<file path="src/rtl/mc_ctrl_fsm_if.sv">
// Controller <-> datapath bundle for mc_ctrl_fsm: IR fields and ALU flags in, strobes and selects out.
// mem_ready exists only when MC_MEMWAIT_EN is defined.
interface mc_ctrl_fsm_if #(
  parameter int unsigned FLAG_W     = 4,
  parameter int unsigned ALU_CTRL_W = 4
);
  logic                  run;
  logic [1:0]            op;
  logic [2:0]            funct;
  logic [FLAG_W-1:0]     flags;
`ifdef MC_MEMWAIT_EN
  logic                  mem_ready;
`endif
  logic                  pc_write;
  logic                  ir_write;
  logic                  reg_write;
  logic                  mem_write;
  logic [1:0]            adr_src;
  logic [2:0]            reg_src;
  logic                  imm_src;
  logic                  alu_src_a;
  logic [1:0]            alu_src_b;
  logic [1:0]            result_src;
  logic [ALU_CTRL_W-1:0] alu_control;
  logic                  halted;
  logic [3:0]            state;

`ifdef MC_MEMWAIT_EN
  modport master (
    input  run, op, funct, flags, mem_ready,
    output pc_write, ir_write, reg_write, mem_write, adr_src, reg_src, imm_src,
           alu_src_a, alu_src_b, result_src, alu_control, halted, state
  );
  modport slave (
    output run, op, funct, flags, mem_ready,
    input  pc_write, ir_write, reg_write, mem_write, adr_src, reg_src, imm_src,
           alu_src_a, alu_src_b, result_src, alu_control, halted, state
  );
`else
  modport master (
    input  run, op, funct, flags,
    output pc_write, ir_write, reg_write, mem_write, adr_src, reg_src, imm_src,
           alu_src_a, alu_src_b, result_src, alu_control, halted, state
  );
  modport slave (
    output run, op, funct, flags,
    input  pc_write, ir_write, reg_write, mem_write, adr_src, reg_src, imm_src,
           alu_src_a, alu_src_b, result_src, alu_control, halted, state
  );
`endif
endinterface

</file>
<file path="src/rtl/mc_ctrl_fsm.sv">
// Multicycle controller FSM: sequences fetch/decode/execute/memory/writeback, with pause, sticky HALT
// and a flag register for conditional branches. Define MC_MEMWAIT_EN to add the mem_ready handshake.
module mc_ctrl_fsm #(
  parameter int unsigned ALU_CTRL_W  = 4,
  parameter int unsigned FLAG_W      = 4,
  parameter int unsigned Z_IDX       = 2,
  parameter int unsigned C_IDX       = 1,
  parameter int unsigned HALT_ON_END = 1
) (
  input  logic          clk,
  input  logic          rst_n,
  mc_ctrl_fsm_if.master bus
);

  typedef enum logic [3:0] {
    S_FETCH    = 4'd0,
    S_DECODE   = 4'd1,
    S_EXEC_DP  = 4'd2,
    S_EXEC_SH  = 4'd3,
    S_ALU_WB   = 4'd4,
    S_MEM_ADDR = 4'd5,
    S_MEM_WR   = 4'd6,
    S_MEM_RD   = 4'd7,
    S_MEM_WB   = 4'd8,
    S_LDI      = 4'd9,
    S_BRANCH   = 4'd10,
    S_HALT     = 4'd11
  } state_e;

  state_e              state_q, state_d, nxt;
  logic [FLAG_W-1:0]   flag_q, flag_d;
  logic                run_q;
  logic                mem_rdy;
  logic                pc_w, ir_w, reg_w, mem_w, halted_c;
  logic [1:0]          adr_src_c, alu_src_b_c, result_src_c;
  logic [2:0]          reg_src_c;
  logic                imm_src_c, alu_src_a_c;
  logic [ALU_CTRL_W-1:0] alu_ctrl_c;
  logic                strobe_en;
  logic                unused_flags;

`ifdef MC_MEMWAIT_EN
  assign mem_rdy = bus.mem_ready;
`else
  assign mem_rdy = 1'b1;
`endif

  // Only the Z and C positions are consumed; the other flag bits are kept for completeness.
  assign unused_flags = ^flag_q;

  always_ff @(posedge clk or negedge rst_n) begin
    if (!rst_n) begin
      state_q <= S_FETCH;
      flag_q  <= '0;
      run_q   <= 1'b0;
    end else begin
      state_q <= state_d;
      flag_q  <= flag_d;
      run_q   <= bus.run;
    end
  end

  always_comb begin
    nxt          = state_q;
    state_d      = state_q;
    flag_d       = flag_q;
    pc_w         = 1'b0;
    ir_w         = 1'b0;
    reg_w        = 1'b0;
    mem_w        = 1'b0;
    halted_c     = 1'b0;
    adr_src_c    = 2'b00;
    reg_src_c    = 3'b000;
    imm_src_c    = 1'b0;
    alu_src_a_c  = 1'b1;
    alu_src_b_c  = 2'b10;
    alu_ctrl_c   = '0;
    result_src_c = 2'b10;

    case (state_q)
      S_FETCH: begin
        ir_w = mem_rdy;
        pc_w = mem_rdy;
        if (mem_rdy) nxt = S_DECODE;
      end
      S_DECODE: begin
        case (bus.op)
          2'b00: begin reg_src_c = 3'b100; nxt = S_EXEC_DP; end
          2'b01: begin reg_src_c = 3'b100; nxt = S_EXEC_SH; end
          2'b10: begin
            reg_src_c = (bus.funct[2:1] == 2'b10) ? 3'b110 : 3'b100;
            case (bus.funct[2:1])
              2'b01:   nxt = S_LDI;
              2'b11:   nxt = S_FETCH;
              default: nxt = S_MEM_ADDR;
            endcase
          end
          default: begin
            case (bus.funct)
              3'b001:  reg_src_c = 3'b001;
              3'b010:  reg_src_c = 3'b101;
              default: reg_src_c = 3'b000;
            endcase
            nxt = S_BRANCH;
          end
        endcase
      end
      S_EXEC_DP: begin
        alu_src_a_c = 1'b0;
        alu_src_b_c = 2'b00;
        case (bus.funct)
          3'b010:  alu_ctrl_c = ALU_CTRL_W'(1);
          3'b100:  alu_ctrl_c = ALU_CTRL_W'(2);
          3'b101:  alu_ctrl_c = ALU_CTRL_W'(3);
          3'b110:  alu_ctrl_c = ALU_CTRL_W'(4);
          3'b111:  alu_ctrl_c = ALU_CTRL_W'(5);
          default: alu_ctrl_c = ALU_CTRL_W'(0);
        endcase
        nxt = S_ALU_WB;
      end
      S_EXEC_SH: begin
        alu_src_a_c = 1'b0;
        alu_src_b_c = 2'b00;
        case (bus.funct)
          3'b000:  alu_ctrl_c = ALU_CTRL_W'(6);
          3'b001:  alu_ctrl_c = ALU_CTRL_W'(7);
          3'b010:  alu_ctrl_c = ALU_CTRL_W'(8);
          3'b100:  alu_ctrl_c = ALU_CTRL_W'(9);
          3'b011:  alu_ctrl_c = ALU_CTRL_W'(10);
          default: alu_ctrl_c = ALU_CTRL_W'(0);
        endcase
        nxt = S_ALU_WB;
      end
      S_ALU_WB: begin
        result_src_c = 2'b00;
        reg_w        = 1'b1;
        nxt          = S_FETCH;
      end
      S_MEM_ADDR: begin
        alu_src_a_c = 1'b0;
        alu_src_b_c = 2'b01;
        nxt         = (bus.funct[2:1] == 2'b10) ? S_MEM_WR : S_MEM_RD;
      end
      S_MEM_WR: begin
        adr_src_c    = 2'b01;
        result_src_c = 2'b00;
        mem_w        = 1'b1;
        if (mem_rdy) nxt = S_FETCH;
      end
      S_MEM_RD: begin
        adr_src_c    = 2'b01;
        result_src_c = 2'b00;
        if (mem_rdy) nxt = S_MEM_WB;
      end
      S_MEM_WB: begin
        result_src_c = 2'b01;
        reg_w        = 1'b1;
        nxt          = S_FETCH;
      end
      S_LDI: begin
        imm_src_c    = 1'b1;
        alu_src_b_c  = 2'b01;
        result_src_c = 2'b11;
        reg_w        = 1'b1;
        nxt          = S_FETCH;
      end
      S_BRANCH: begin
        alu_src_a_c = 1'b0;
        alu_src_b_c = 2'b01;
        nxt         = S_FETCH;
        case (bus.funct)
          3'b000: pc_w = 1'b1;
          3'b001: begin pc_w = 1'b1; reg_w = 1'b1; end
          3'b010: begin pc_w = 1'b1; alu_src_b_c = 2'b00; result_src_c = 2'b11; end
          3'b011: pc_w = flag_q[Z_IDX];
          3'b100: pc_w = ~flag_q[Z_IDX];
          3'b101: pc_w = flag_q[C_IDX];
          3'b110: pc_w = ~flag_q[C_IDX];
          default: if (HALT_ON_END != 0) nxt = S_HALT;
        endcase
      end
      S_HALT: begin
        halted_c = 1'b1;
        // Leave only on a fresh 0->1 of run, so a held run=1 keeps the core parked.
        if (!run_q) nxt = S_FETCH;
      end
      default: nxt = S_FETCH;
    endcase

    if (bus.run) begin
      state_d = nxt;
      if (state_q == S_EXEC_DP || state_q == S_EXEC_SH) flag_d = bus.flags;
    end
  end

  assign strobe_en       = bus.run & rst_n;
  assign bus.pc_write    = pc_w  & strobe_en;
  assign bus.ir_write    = ir_w  & strobe_en;
  assign bus.reg_write   = reg_w & strobe_en;
  assign bus.mem_write   = mem_w & strobe_en;
  assign bus.adr_src     = adr_src_c;
  assign bus.reg_src     = reg_src_c;
  assign bus.imm_src     = imm_src_c;
  assign bus.alu_src_a   = alu_src_a_c;
  assign bus.alu_src_b   = alu_src_b_c;
  assign bus.result_src  = result_src_c;
  assign bus.alu_control = alu_ctrl_c;
  assign bus.halted      = halted_c;
  assign bus.state       = state_q;

endmodule

</file>
<file path="src/flat_wrapper.sv">
// flat-port wrapper written by rule: the top's interface ports become plain ports
module mc_ctrl_fsm_flat 
#(
  parameter int unsigned ALU_CTRL_W  = 4,
  parameter int unsigned FLAG_W      = 4,
  parameter int unsigned Z_IDX       = 2,
  parameter int unsigned C_IDX       = 1,
  parameter int unsigned HALT_ON_END = 1
)
  (clk, rst_n, bus_run, bus_op, bus_funct, bus_flags, bus_pc_write, bus_ir_write, bus_reg_write, bus_mem_write, bus_adr_src, bus_reg_src, bus_imm_src, bus_alu_src_a, bus_alu_src_b, bus_result_src, bus_alu_control, bus_halted, bus_state);
  mc_ctrl_fsm_if #(.FLAG_W(FLAG_W), .ALU_CTRL_W(ALU_CTRL_W)) bus_i ();
  input  logic clk;
  input  logic rst_n;
  input wire logic [$bits(bus_i.run)-1:0] bus_run;
  input wire logic [$bits(bus_i.op)-1:0] bus_op;
  input wire logic [$bits(bus_i.funct)-1:0] bus_funct;
  input wire logic [$bits(bus_i.flags)-1:0] bus_flags;
  output wire logic [$bits(bus_i.pc_write)-1:0] bus_pc_write;
  output wire logic [$bits(bus_i.ir_write)-1:0] bus_ir_write;
  output wire logic [$bits(bus_i.reg_write)-1:0] bus_reg_write;
  output wire logic [$bits(bus_i.mem_write)-1:0] bus_mem_write;
  output wire logic [$bits(bus_i.adr_src)-1:0] bus_adr_src;
  output wire logic [$bits(bus_i.reg_src)-1:0] bus_reg_src;
  output wire logic [$bits(bus_i.imm_src)-1:0] bus_imm_src;
  output wire logic [$bits(bus_i.alu_src_a)-1:0] bus_alu_src_a;
  output wire logic [$bits(bus_i.alu_src_b)-1:0] bus_alu_src_b;
  output wire logic [$bits(bus_i.result_src)-1:0] bus_result_src;
  output wire logic [$bits(bus_i.alu_control)-1:0] bus_alu_control;
  output wire logic [$bits(bus_i.halted)-1:0] bus_halted;
  output wire logic [$bits(bus_i.state)-1:0] bus_state;
  assign bus_i.run = bus_run;
  assign bus_i.op = bus_op;
  assign bus_i.funct = bus_funct;
  assign bus_i.flags = bus_flags;
  assign bus_pc_write = bus_i.pc_write;
  assign bus_ir_write = bus_i.ir_write;
  assign bus_reg_write = bus_i.reg_write;
  assign bus_mem_write = bus_i.mem_write;
  assign bus_adr_src = bus_i.adr_src;
  assign bus_reg_src = bus_i.reg_src;
  assign bus_imm_src = bus_i.imm_src;
  assign bus_alu_src_a = bus_i.alu_src_a;
  assign bus_alu_src_b = bus_i.alu_src_b;
  assign bus_result_src = bus_i.result_src;
  assign bus_alu_control = bus_i.alu_control;
  assign bus_halted = bus_i.halted;
  assign bus_state = bus_i.state;
  mc_ctrl_fsm #(.ALU_CTRL_W(ALU_CTRL_W), .FLAG_W(FLAG_W), .Z_IDX(Z_IDX), .C_IDX(C_IDX), .HALT_ON_END(HALT_ON_END)) u_core (.clk(clk), .rst_n(rst_n), .bus(bus_i));
endmodule
</file>
<file path="config.mk">
export PLATFORM = sky130hd
export DESIGN_NAME = mc_ctrl_fsm_flat
export DESIGN_NICKNAME = d
export VERILOG_FILES = /design/src/rtl/mc_ctrl_fsm_if.sv /design/src/rtl/mc_ctrl_fsm.sv /design/src/flat_wrapper.sv
export SDC_FILE = /design/constraint.sdc
export NUM_CORES = 1
export LEC_CHECK = 0
export ABC_AREA = 1
export BUFFER_PORTS_ARGS = -buffer_cell sky130_fd_sc_hd__buf_2
export CAP_MARGIN = 20
export CORE_MARGIN = 2
export CORE_UTILIZATION = 45
export DETAILED_ROUTE_END_ITERATION = 10
export GPL_TIMING_DRIVEN = 0
export MAX_ROUTING_LAYER = met4
export PLACE_DENSITY = 0.82
export SLEW_MARGIN = 0
export SYNTH_ARGS = -nofsm -noshare
export SYNTH_HDL_FRONTEND = slang
export SYNTH_SLANG_ARGS = --single-unit
</file>
<file path="constraint.sdc">
create_clock -name clk -period 1.3 [get_ports clk]
set_input_delay 0.26 -clock clk [delete_from_list [all_inputs] [get_ports clk]]
set_output_delay 0.26 -clock clk [all_outputs]
set_load 0.01 [all_outputs]
</file>
==> impl_results.md <==
- Status: finished with violations
- Failing checks: setup timing
- First-pass GRT wire length: between 4 and 5 mm
- 1st-iter DRT viols: between 50 and 60
- Core area: between 1500 and 2000 um2
- Vias in the first global route: around 1000
- YS warnings: 0
- Clock Skews: around 3.8 ps
- Die area: roughly 2000 um2
- Grt ovf: 0
- R2R cell count: 9
- RSZ-0062 raised after global routing: true
- WHS: just over 200 ps
- GPL Wtd Cong: ~0.9
- Clock sink count: 7
- Worst Setup Path Type: reg -> out
- Simple-gate area share of the yosys netlist: 0.482
- Ys flop type: dfrtp_1
- Clk buf depth: 2
- Initial antenna violation count: 0
- EDFF count, synth: 0
- Mapped Avg Cell Area: approximately 5.9 um2
- Pwr Density: roughly 2100 nW/um2
- Syn nets: 140
- Synth Register Bits: 7
- Input/output buffers: 32
- Post-synthesis async set-or-reset flop share: 1.00
- Number of detailed-route iterations in the first pass: 4
- Post-Synth Adder-Cell Area: 0
- Most common library cell in the layout ignoring fill and taps: nand2_1
- Leakage Power: just under 0.0007 uW
- Crit start category: flip-flop
- Post-Route M1 WL: 1.11 mm
- Seq/Total Area, Yosys: 0.234
- Top Ports: 36
- Yosys top cell area share: 0.234
- Setup ws final: -413 ps
- Commonest non-fill, non-tap cells in the layout: nand2_1 (31), buf_2 (28), inv_1 (15), buf_4 (14), nor2_1 (9)
- Inserted Diodes: 0
- Final net count: 193
- Row cnt: 14
- Hold Path Depth: 1
- Synth Instances: 128
- Pin count of the biggest net entering global routing: 8
- Total of max-cap violations: 0
- CTS tree: yes
- Post-synthesis mux area share: 0
- Remaining DRCs: 0
- Initial core utilization: 0.486
- Depth of the CTS H-tree: 1
- Routed met3 length: a little under 200 um
- Final-report hold violation count: 0
- Routed via count: ~1100
- Layout filler cell count: 100
- CTS root buffer: clkbuf_4
- Setup crit end kind: primary output
- Die H: roughly 45 um
- DP HPWL: around 1.8 mm
- Period Utilization, post-route: 1.32
- Main area contributors after synthesis: dfrtp_1 (23%), nand2_1 (18%), inv_1 (9.0%)
- Tot GR Track Use: 0.316
- DR WL met2: ~1.5 mm
- Worst vdd ir: between 1500 and 2000 uV
- Main combinational cell family by area after synthesis: simple AND/OR/NAND/NOR gates
- Final setup viols: 23
- Compound-Gate Fraction of Synth Area: 0.149
- F_max: slightly below 600 MHz
- Post-Synth XOR/XNOR Area: 0
- Critical Path RT: between 1000 and 1500 ps
- Routed wire per std cell: between 15 and 20 um
- Worst-Skew Late Latency: roughly 240 ps
- Pre-CTS WS: -166 ps
- Layout cells sized above 1: 0.528
- Area leader, netlist: dfrtp_1
- CP Max Fanout: 6
- Vias/cell: approximately 5.6
- Final ANT Viol Nets: 0
- Min cycle time layout: around 1700 ps
- Worst Hold Class: in -> reg
- WP data arrival: between 1000 and 1500 ps
- Max Used Layer: met4
- CTS clk-pin slew, worst paths: ~50 ps
- Area grow syn2layout: 66.3%
- Post-Syn Area: about 750 um2
- Die Span X: between 40 and 50 um
- Num CTS Buffers: 3
- Max Transition Viols Final: 0
- WL final: between 2 and 3 mm
- Synth unique cells: 23
flip-flops by register name, indices dropped and copies added, names as in the netlist:
signal / cells
u_core.run_q: 1
u_core.flag_q: 2
u_core.bus.state: 4
critical path, stage by stage, from the launching register on:
cell,delay (ps)
dfrtp_2,450
nor2_2,260
inv_1,140
nor3_1,190
buf_2,180
metal layers:
metal	up-vias	GRT usage
li1	513	-
met1	505	0.364
met2	73	0.554
met3	15	0.0440
met4	0	0.118
met5	-	-
final timing paths:
kind                            slack, ps                              end                            start
worst max-delay path                 -410                    bus_mem_write  u_core.bus.state[3]$_DFFE_PN0P_
worst min-delay path                  200           u_core.run_q$_DFF_PN0_                          bus_run
worst max register to register       -170  u_core.bus.state[0]$_DFFE_PN0P_  u_core.bus.state[0]$_DFFE_PN0P_
worst min register to register        530     u_core.flag_q[1]$_DFFE_PN0P_     u_core.flag_q[1]$_DFFE_PN0P_
max in group asynchronous             590  u_core.bus.state[1]$_DFFE_PN0P_                            rst_n
min in group asynchronous             460  u_core.bus.state[2]$_DFFE_PN0P_                            rst_n
layout make-up:
cell class | instances | area, um2 | area share
Buffer | 1 | 7.51 | 0.00602
Clock buffer | 4 | 26.3 | 0.0211
Inverter | 24 | 97.6 | 0.0783
Multi-Input combinational cell | 96 | 601 | 0.482
Sequential cell | 7 | 179 | 0.144
Tap cell | 16 | 20.0 | 0.0161
Timing Repair Buffer | 48 | 315 | 0.253
report_power, final:
part | internal [uW] | switching (uW)
Clock | 117 | 75.0
Combinational | 837 | 1170
Sequential | 311 | 136
Total | 1270 | 1380
what timing repair did:
item	in CTS	in global routing
pin swaps	14	4
hold endpoints to repair	7	0
setup buffers	11	4
gates resized for setup	21	13
hold buffers	1	0
setup endpoints to repair	19	25
cell usage after synthesis (2+ instances only):
library cell	n
dfrtp_1	7
o21ai_0	8
nand4_1	2
nor3_1	3
o21ai_2	3
nor2_1	13
inv_2	6
nor2_4	3
inv_1	18
nand2_1	36
nand3_1	10
a21oi_1	2
nand2_2	7
cell families after synthesis:
kind of cell           count (synthesis)
flip-flops                             7
AO/OA/AOI/OAI                         18
buffers and inverters                 25
other                                  1
AND/OR/NAND/NOR                       77
stage by stage:
step	instance area [um2]	power, uW	std cells	utilization	setup TNS, ps
after floorplan	783	1300	128	-	-46.6
after global placement	963	1650	176	0.625	-930
after detailed placement	963	1690	176	0.625	-1260
after CTS	1160	2270	192	0.752	-4810
after global routing	1250	2820	196	0.808	-7730
final	1250	2640	196	0.808	-6250
Note: power is estimated with default switching activity, not from simulation.
